File: src/rtl/alu_issue_queue_pkg.sv
// Shared types for the ALU issue queue: micro-op and immediate encodings,
// entry layout and the wakeup merge helper.
package uopc;
  typedef enum logic [4:0] {
    UOP_NOP  = 5'd0,
    UOP_ADD,
    UOP_ADDI,
    UOP_SUB,
    UOP_AND,
    UOP_OR,
    UOP_XOR,
    UOP_SLL,
    UOP_SRL,
    UOP_SRA,
    UOP_SLT,
    UOP_LUI,
    UOP_AUIPC,
    UOP_BEQ,
    UOP_BNE,
    UOP_BLT,
    UOP_BGE,
    UOP_JAL,
    UOP_JALR
  } micro_opcode_t;
endpackage

package immt;
  typedef enum logic [2:0] {
    IMM_I = 3'd0,
    IMM_S,
    IMM_B,
    IMM_U,
    IMM_J,
    IMM_Z
  } imm_type_t;
endpackage

package alu_issue_queue_pkg;
  localparam int IQ_PTAG_W = 6;
  localparam int IQ_ROB_W  = 4;
  localparam int IQ_IMM_W  = 20;

  // Entry storage is sized by these constants; the queue parameters must match.
  typedef struct packed {
    uopc::micro_opcode_t  uopcode;
    logic [IQ_IMM_W-1:0]  imm;
    immt::imm_type_t      imm_type;
    logic [IQ_PTAG_W-1:0] prs1;
    logic [IQ_PTAG_W-1:0] prs2;
    logic                 rdy1;
    logic                 rdy2;
    logic [IQ_PTAG_W-1:0] pdst;
    logic [IQ_ROB_W-1:0]  rob;
  } iq_entry_t;

  function automatic iq_entry_t iq_wake(input iq_entry_t e, input logic hit1, input logic hit2);
    iq_entry_t r;
    r      = e;
    r.rdy1 = e.rdy1 | hit1;
    r.rdy2 = e.rdy2 | hit2;
    return r;
  endfunction
endpackage

File: src/rtl/alu_issue_queue_if.sv
// Dispatch-side enqueue and RRD-side issue bundle of the ALU issue queue.
interface alu_issue_queue_if import alu_issue_queue_pkg::*; #(
  parameter int PTAG_W = IQ_PTAG_W,
  parameter int ROB_W  = IQ_ROB_W
) ();
  logic                 enq_valid;
  logic                 enq_ready;
  uopc::micro_opcode_t  enq_uopcode;
  logic [IQ_IMM_W-1:0]  enq_imm;
  immt::imm_type_t      enq_imm_type;
  logic [PTAG_W-1:0]    enq_prs1;
  logic [PTAG_W-1:0]    enq_prs2;
  logic                 enq_rs1_rdy;
  logic                 enq_rs2_rdy;
  logic [PTAG_W-1:0]    enq_pdst;
  logic [ROB_W-1:0]     enq_rob;

  logic                 iss_valid;
  logic                 iss_ready;
  uopc::micro_opcode_t  iss_uopcode;
  logic [IQ_IMM_W-1:0]  iss_imm;
  immt::imm_type_t      iss_imm_type;
  logic [PTAG_W-1:0]    iss_prs1;
  logic [PTAG_W-1:0]    iss_prs2;
  logic [PTAG_W-1:0]    iss_pdst;
  logic [ROB_W-1:0]     iss_rob;

  modport master (
    output enq_valid, enq_uopcode, enq_imm, enq_imm_type, enq_prs1, enq_prs2,
           enq_rs1_rdy, enq_rs2_rdy, enq_pdst, enq_rob, iss_ready,
    input  enq_ready, iss_valid, iss_uopcode, iss_imm, iss_imm_type, iss_prs1,
           iss_prs2, iss_pdst, iss_rob
  );

  modport slave (
    input  enq_valid, enq_uopcode, enq_imm, enq_imm_type, enq_prs1, enq_prs2,
           enq_rs1_rdy, enq_rs2_rdy, enq_pdst, enq_rob, iss_ready,
    output enq_ready, iss_valid, iss_uopcode, iss_imm, iss_imm_type, iss_prs1,
           iss_prs2, iss_pdst, iss_rob
  );
endinterface

File: src/rtl/alu_issue_queue_wakeup_cam.sv
// Matches one source tag against every writeback broadcast port (OR of hits).
module iq_wakeup_cam import alu_issue_queue_pkg::*; #(
  parameter int PTAG_W     = IQ_PTAG_W,
  parameter int WAKE_PORTS = 2
) (
  input  logic [PTAG_W-1:0]                 tag,
  input  logic [WAKE_PORTS-1:0]             wake_valid,
  input  logic [WAKE_PORTS-1:0][PTAG_W-1:0] wake_tag,
  output logic                              hit
);
  always_comb begin
    hit = 1'b0;
    for (int p = 0; p < WAKE_PORTS; p++) begin
      if (wake_valid[p] && (wake_tag[p] == tag)) hit = 1'b1;
    end
  end
endmodule

File: src/rtl/alu_issue_queue.sv
// Collapsing age-ordered issue queue: holds renamed ALU/branch micro-ops until
// both sources are ready and issues the oldest ready entry each cycle.
module alu_issue_queue import alu_issue_queue_pkg::*; #(
  parameter int DEPTH      = 8,
  parameter int PTAG_W     = IQ_PTAG_W,
  parameter int ROB_W      = IQ_ROB_W,
  parameter int WAKE_PORTS = 2
) (
  input  logic                              clk,
  input  logic                              rst_n,
  input  logic                              flush,
  input  logic [WAKE_PORTS-1:0]             wake_valid,
  input  logic [WAKE_PORTS-1:0][PTAG_W-1:0] wake_tag,
  alu_issue_queue_if.slave                  iq,
  output logic [$clog2(DEPTH+1)-1:0]        count
);
  localparam int CNT_W = $clog2(DEPTH+1);
  localparam int IDX_W = $clog2(DEPTH);

  iq_entry_t        ent   [DEPTH];
  iq_entry_t        woken [DEPTH];
  iq_entry_t        nxt   [DEPTH];
  iq_entry_t        new_e;
  logic [CNT_W-1:0] cnt;
  logic [CNT_W-1:0] wpos;
  logic [DEPTH-1:0] hit1, hit2, cand;
  logic             new_hit1, new_hit2;
  logic [IDX_W-1:0] sel;
  logic             iss_valid, enq_ok, do_iss, do_enq;

  for (genvar g = 0; g < DEPTH; g++) begin : g_cam
    iq_wakeup_cam #(.PTAG_W(PTAG_W), .WAKE_PORTS(WAKE_PORTS)) u_cam1 (
      .tag(ent[g].prs1), .wake_valid(wake_valid), .wake_tag(wake_tag), .hit(hit1[g]));
    iq_wakeup_cam #(.PTAG_W(PTAG_W), .WAKE_PORTS(WAKE_PORTS)) u_cam2 (
      .tag(ent[g].prs2), .wake_valid(wake_valid), .wake_tag(wake_tag), .hit(hit2[g]));
  end

  iq_wakeup_cam #(.PTAG_W(PTAG_W), .WAKE_PORTS(WAKE_PORTS)) u_new_cam1 (
    .tag(iq.enq_prs1), .wake_valid(wake_valid), .wake_tag(wake_tag), .hit(new_hit1));
  iq_wakeup_cam #(.PTAG_W(PTAG_W), .WAKE_PORTS(WAKE_PORTS)) u_new_cam2 (
    .tag(iq.enq_prs2), .wake_valid(wake_valid), .wake_tag(wake_tag), .hit(new_hit2));

  // Selection reads registered ready bits only, so a wakeup never issues in its own cycle.
  always_comb begin
    cand = '0;
    sel  = '0;
    for (int i = 0; i < DEPTH; i++) begin
      cand[i] = (CNT_W'(i) < cnt) && ent[i].rdy1 && ent[i].rdy2;
    end
    for (int i = DEPTH - 1; i >= 0; i--) begin
      if (cand[i]) sel = IDX_W'(i);
    end
  end

  assign iss_valid = |cand;
  assign enq_ok    = (cnt != CNT_W'(DEPTH));
  assign do_iss    = iss_valid && iq.iss_ready && !flush;
  assign do_enq    = iq.enq_valid && enq_ok && !flush;
  assign wpos      = do_iss ? (cnt - 1'b1) : cnt;

  always_comb begin
    new_e          = '0;
    new_e.uopcode  = iq.enq_uopcode;
    new_e.imm      = iq.enq_imm;
    new_e.imm_type = iq.enq_imm_type;
    new_e.prs1     = iq.enq_prs1;
    new_e.prs2     = iq.enq_prs2;
    new_e.rdy1     = iq.enq_rs1_rdy || (iq.enq_prs1 == '0) || new_hit1;
    new_e.rdy2     = iq.enq_rs2_rdy || (iq.enq_prs2 == '0) || new_hit2;
    new_e.pdst     = iq.enq_pdst;
    new_e.rob      = iq.enq_rob;
  end

  // Per-index collapse mux: hold, take the neighbour above, or take the arrival.
  always_comb begin
    for (int i = 0; i < DEPTH; i++) begin
      woken[i] = iq_wake(ent[i], hit1[i], hit2[i]);
    end
    for (int i = 0; i < DEPTH; i++) begin
      nxt[i] = woken[i];
      if (do_iss && (IDX_W'(i) >= sel)) nxt[i] = woken[(i == DEPTH - 1) ? i : i + 1];
      if (do_enq && (CNT_W'(i) == wpos)) nxt[i] = new_e;
    end
  end

  always_ff @(posedge clk) begin
    if (!rst_n) begin
      cnt <= '0;
      for (int i = 0; i < DEPTH; i++) begin
        ent[i].rdy1 <= 1'b0;
        ent[i].rdy2 <= 1'b0;
      end
    end else begin
      if (flush) cnt <= '0;
      else       cnt <= cnt + CNT_W'(do_enq) - CNT_W'(do_iss);
      for (int i = 0; i < DEPTH; i++) begin
        ent[i] <= nxt[i];
      end
    end
  end

  assign count         = cnt;
  assign iq.enq_ready  = enq_ok;
  assign iq.iss_valid  = iss_valid;
  assign iq.iss_uopcode  = iss_valid ? ent[sel].uopcode  : uopc::UOP_NOP;
  assign iq.iss_imm      = iss_valid ? ent[sel].imm      : '0;
  assign iq.iss_imm_type = iss_valid ? ent[sel].imm_type : immt::IMM_I;
  assign iq.iss_prs1     = iss_valid ? ent[sel].prs1     : '0;
  assign iq.iss_prs2     = iss_valid ? ent[sel].prs2     : '0;
  assign iq.iss_pdst     = iss_valid ? ent[sel].pdst     : '0;
  assign iq.iss_rob      = iss_valid ? ent[sel].rob      : '0;
endmodule
File: src/flat_wrapper.sv
// flat-port wrapper written by rule: the top's interface ports become plain ports
module alu_issue_queue_flat import alu_issue_queue_pkg::*;
#(
  parameter int DEPTH      = 8,
  parameter int PTAG_W     = IQ_PTAG_W,
  parameter int ROB_W      = IQ_ROB_W,
  parameter int WAKE_PORTS = 2
)
  (clk, rst_n, flush, wake_valid, wake_tag, count, iq_enq_valid, iq_enq_uopcode, iq_enq_imm, iq_enq_imm_type, iq_enq_prs1, iq_enq_prs2, iq_enq_rs1_rdy, iq_enq_rs2_rdy, iq_enq_pdst, iq_enq_rob, iq_iss_ready, iq_enq_ready, iq_iss_valid, iq_iss_uopcode, iq_iss_imm, iq_iss_imm_type, iq_iss_prs1, iq_iss_prs2, iq_iss_pdst, iq_iss_rob);
  alu_issue_queue_if #(.PTAG_W(PTAG_W), .ROB_W(ROB_W)) iq_i ();
  input  logic clk;
  input  logic rst_n;
  input  logic flush;
  input  logic [WAKE_PORTS-1:0] wake_valid;
  input  logic [WAKE_PORTS-1:0][PTAG_W-1:0] wake_tag;
  output logic [$clog2(DEPTH+1)-1:0] count;
  input wire logic [$bits(iq_i.enq_valid)-1:0] iq_enq_valid;
  input wire logic [$bits(iq_i.enq_uopcode)-1:0] iq_enq_uopcode;
  input wire logic [$bits(iq_i.enq_imm)-1:0] iq_enq_imm;
  input wire logic [$bits(iq_i.enq_imm_type)-1:0] iq_enq_imm_type;
  input wire logic [$bits(iq_i.enq_prs1)-1:0] iq_enq_prs1;
  input wire logic [$bits(iq_i.enq_prs2)-1:0] iq_enq_prs2;
  input wire logic [$bits(iq_i.enq_rs1_rdy)-1:0] iq_enq_rs1_rdy;
  input wire logic [$bits(iq_i.enq_rs2_rdy)-1:0] iq_enq_rs2_rdy;
  input wire logic [$bits(iq_i.enq_pdst)-1:0] iq_enq_pdst;
  input wire logic [$bits(iq_i.enq_rob)-1:0] iq_enq_rob;
  input wire logic [$bits(iq_i.iss_ready)-1:0] iq_iss_ready;
  output wire logic [$bits(iq_i.enq_ready)-1:0] iq_enq_ready;
  output wire logic [$bits(iq_i.iss_valid)-1:0] iq_iss_valid;
  output wire logic [$bits(iq_i.iss_uopcode)-1:0] iq_iss_uopcode;
  output wire logic [$bits(iq_i.iss_imm)-1:0] iq_iss_imm;
  output wire logic [$bits(iq_i.iss_imm_type)-1:0] iq_iss_imm_type;
  output wire logic [$bits(iq_i.iss_prs1)-1:0] iq_iss_prs1;
  output wire logic [$bits(iq_i.iss_prs2)-1:0] iq_iss_prs2;
  output wire logic [$bits(iq_i.iss_pdst)-1:0] iq_iss_pdst;
  output wire logic [$bits(iq_i.iss_rob)-1:0] iq_iss_rob;
  assign iq_i.enq_valid = iq_enq_valid;
  assign iq_i.enq_uopcode = iq_enq_uopcode;
  assign iq_i.enq_imm = iq_enq_imm;
  assign iq_i.enq_imm_type = iq_enq_imm_type;
  assign iq_i.enq_prs1 = iq_enq_prs1;
  assign iq_i.enq_prs2 = iq_enq_prs2;
  assign iq_i.enq_rs1_rdy = iq_enq_rs1_rdy;
  assign iq_i.enq_rs2_rdy = iq_enq_rs2_rdy;
  assign iq_i.enq_pdst = iq_enq_pdst;
  assign iq_i.enq_rob = iq_enq_rob;
  assign iq_i.iss_ready = iq_iss_ready;
  assign iq_enq_ready = iq_i.enq_ready;
  assign iq_iss_valid = iq_i.iss_valid;
  assign iq_iss_uopcode = iq_i.iss_uopcode;
  assign iq_iss_imm = iq_i.iss_imm;
  assign iq_iss_imm_type = iq_i.iss_imm_type;
  assign iq_iss_prs1 = iq_i.iss_prs1;
  assign iq_iss_prs2 = iq_i.iss_prs2;
  assign iq_iss_pdst = iq_i.iss_pdst;
  assign iq_iss_rob = iq_i.iss_rob;
  alu_issue_queue #(.DEPTH(DEPTH), .PTAG_W(PTAG_W), .ROB_W(ROB_W), .WAKE_PORTS(WAKE_PORTS)) u_core (.clk(clk), .rst_n(rst_n), .flush(flush), .wake_valid(wake_valid), .wake_tag(wake_tag), .iq(iq_i), .count(count));
endmodule
File: config.mk
export PLATFORM = sky130hd
export DESIGN_NAME = alu_issue_queue_flat
export DESIGN_NICKNAME = d
export VERILOG_FILES = /design/src/rtl/alu_issue_queue_pkg.sv /design/src/rtl/alu_issue_queue_if.sv /design/src/rtl/alu_issue_queue_wakeup_cam.sv /design/src/rtl/alu_issue_queue.sv /design/src/flat_wrapper.sv
export SDC_FILE = /design/constraint.sdc
export NUM_CORES = 1
export LEC_CHECK = 0
export BUFFER_PORTS_ARGS = -buffer_cell sky130_fd_sc_hd__buf_2
export CAP_MARGIN = 30
export CORE_UTILIZATION = 50
export DETAILED_ROUTE_END_ITERATION = 8
export PLACE_DENSITY_LB_ADDON = 0.25
export RECOVER_POWER = 100
export REMOVE_ABC_BUFFERS = 1
export SLEW_MARGIN = 15
export SYNTH_ARGS = -nofsm -noshare
export SYNTH_HDL_FRONTEND = slang
export SYNTH_SLANG_ARGS = --single-unit
File: constraint.sdc
create_clock -name clk -period 8.19 [get_ports clk]
set_input_delay 0 -clock clk [delete_from_list [all_inputs] [get_ports clk]]
set_output_delay 0 -clock clk [all_outputs]
set_load 0.1 [all_outputs]
==> run summary <==
Die area -> 0.0510 mm^2
Sequential area share after synthesis -> 0.495
Ordered cell list for the critical path -> inv_1 -> ha_1 -> o21ai_0 -> a32o_1 -> nor4_1 -> a21o_1 -> inv_1 -> ha_1 -> inv_1 -> nand2_1 -> nor3_2 -> clkbuf_1 -> buf_16 -> o21a_4 -> buf_12
Cell taking the most area after synthesis -> edfxtp_1
Ports -> 127
DP Worst Slack -> 2.78 ns
Yosys reg bits -> 420
WP data arrival -> 7.02 ns
CP max stage delay -> 1.50 ns
First-pass GRT wire length -> 123,000 um
Syn. warnings -> 0
Post-synth EDFFs -> 400
Synth top area cells -> edfxtp_1, mux2i_1, nand2_1
Ratio of cells with drive above 1 in the final layout -> 0.0833
Max-cap violations -> 7
Fmax -> 148 MHz
Met2 Wirelength -> 38,400 um
Post-DP HPWL -> 47,000 um
Total CTS buffers -> 48
Die H -> 226 um
Most used cell, CP -> inv_1
Core Util, Final -> 0.570
Main synth FF type -> edfxtp_1
Vias per cell -> 6.34
CP max-delay cell -> clkbuf_1
Top sig layer -> met5
Max FO, Critical Path -> 32
GRT Util Overall -> 0.324
CTS tree -> built
Final ANT Viol Nets -> 0
CTS max path bufs -> 3
Fillcell total -> 4,207
Final Hold Violating Endpoints -> 0
Gp weighted congestion -> 0.934
Slew Limit Fails -> 197
DRT iter0 DRCs -> 2,460
Syn_area_per_cell -> 10.3 um^2
Metal3 WL -> 8590 um
Worst skew pair latency -> 0.60 ns
Area growth syn-to-layout -> 11.9%
Skew final -> 0.0141 ns
Clk root buf -> clkbuf_16
# rows -> 81
Number of global-route vias before repair -> 20.1k
Leakage -> 10.2 nW
Critical path required time -> 8.47 ns
FFs w/ async S/R, synth -> 0
Hold WC Path Type -> primary input to flop
Commonest non-fill, non-tap cell in the layout -> nand2_1
Met1 Wirelength -> 33,500 um
Cells after Synth -> 2,441
# port buffers -> 126
VDD IR max -> 157 uV
RSZ-0062 raised after global routing -> no
Synth cell types -> 54
WS Path Type -> flop to flop
Worst-path clk slew -> 0.06 ns
Largest net degree at the start of global routing -> 120
Core area -> 0.0492 mm^2
Rel. slew slack -> -0.625
CP Capture Type -> flop
Clock sink count -> 420
Minimum clock period -> 6.74 ns
Total Wirelength -> 83,200 um
Final setup viols -> 0
Ant diodes -> 0
Final period utilization -> 0.823
Outcome -> finished, violations left
DR WL/cell -> 25.9 um
Top-area cell type share of the netlist area -> 0.479
Via count -> 20.4k
CP Launch Type -> flop
Initial antenna violation count -> 2
Drt pass-1 iters -> 5
Fin nets -> 2,595
Pwr/cell area -> 166 mW/mm^2
Final worst slack -> 1.45 ns
Most frequent cells in the layout -> nand2_1, mux2i_1, edfxtp_1
Initial Util -> 0.510
Failing checks -> max-capacitance violations, max-slew violations
Worst Tran Pin Value -> 2.44 ns
Gr ovfl total -> 0
H-tree levels -> 2
Die W -> 226 um
Residual DRC -> 0
Post-Syn Area -> 0.0251 mm^2
Post_cts resized -> 0
[cell usage after synthesis (7+ instances only)]
cell type    n
nand2b_1     9
buf_4       30
or3_1       52
xor2_1     109
clkbuf_1   132
ha_1        12
buf_1       13
xnor2_1    110
inv_1       10
buf_2       17
mux2i_1    422
nand3_1    107
nand4_1     37
edfxtp_1   400
dfxtp_1     20
o21a_1       7
o22ai_1     50
nor3_1      23
nor4_1      36
nor2_1     113
a21oi_1    157
nand2_1    524
[state kept, by name (all words and copies together) (netlist names)]
name / count
u_core.ent: 416
u_core.count: 4
[final timing paths]
| check | start | to | slack, ns | cells past startpoint |
|---|---|---|---|---|
| setup / recovery | u_core.count[1] | u_core.ent[3][31] | 1.45 | 15 |
| hold / removal | iq_enq_valid | u_core.count[0] | 0.09 | 5 |
| setup reg to reg | u_core.count[1] | u_core.ent[3][31] | 1.45 | 15 |
| hold reg to reg | u_core.ent[4][25] | u_core.ent[3][25] | 0.61 | 2 |
[logic make-up after synthesis]
family | share of synthesized area
AOI/OAI and AO/OA | 0.0551
xor gates and xnor gates | 0.0772
adders and majority gates | 0.00679
buffers and inverters | 0.0358
DFF | 0.495
muxes | 0.169
and+or+nand+nor | 0.161
[where the power goes]
part / leakage, nW / total (W) / switching [W] / internal [W]
Combinational: 5.62 / 0.000265 / 0.000175 / 0.0000905
Clock: 0.690 / 0.00204 / 0.000896 / 0.00114
Sequential: 3.93 / 0.00234 / 0.00000729 / 0.00233
Total: 10.2 / 0.00465 / 0.00108 / 0.00357
[cell type report]
| type | count | area [um^2] | share of cell area |
|---|---|---|---|
| inverters | 11 | 41.3 | 0.00147 |
| flip-flops and latches | 420 | 12400 | 0.443 |
| multi-input cells | 1818 | 11900 | 0.424 |
| clock inverters | 19 | 124 | 0.00442 |
| well taps | 664 | 831 | 0.0296 |
| clock buffers | 65 | 1310 | 0.0466 |
| repair buffers | 212 | 1450 | 0.0516 |
[stage by stage]
stage | std cells | power [W] | cell area (um^2) | TNS, ns | hold slack [ns]
final | 3209 | 0.00465 | 28000 | 0 | 0.0867
after global routing | 3209 | 0.00474 | 28000 | 0 | 0.129
after CTS | 3205 | 0.00464 | 28100 | 0 | 0.0602
after detailed placement | 3078 | 0.00263 | 26200 | 0 | 0.386
after global placement | 3074 | 0.00262 | 26200 | 0 | 0.382
after floorplan | 2249 | 0.00251 | 24200 | -482.15 | 0.139
[repair_timing]
action,4_1_cts,5_1_grt
endpoints found under the hold margin,220,0
setup endpoints to repair,0,0
hold buffers,43,0
setup buffers,0,0
[routing by layer]
metal  global-route usage  up-vias
met5                    0        -
met4                0.116        4
met3               0.0651      210
met2                0.517     1279
met1                0.436    10000
li1                     -     8849
[worst max-delay path, delay by kind of cell, from the launching register on]
family	cells	cell delay, ns
buf+inv	6	2.61
compound gates	4	1.44
simple gates	3	1.32
fa+ha+maj	2	0.63
flops	1	0.38
(Power assumes the default switching activity.)
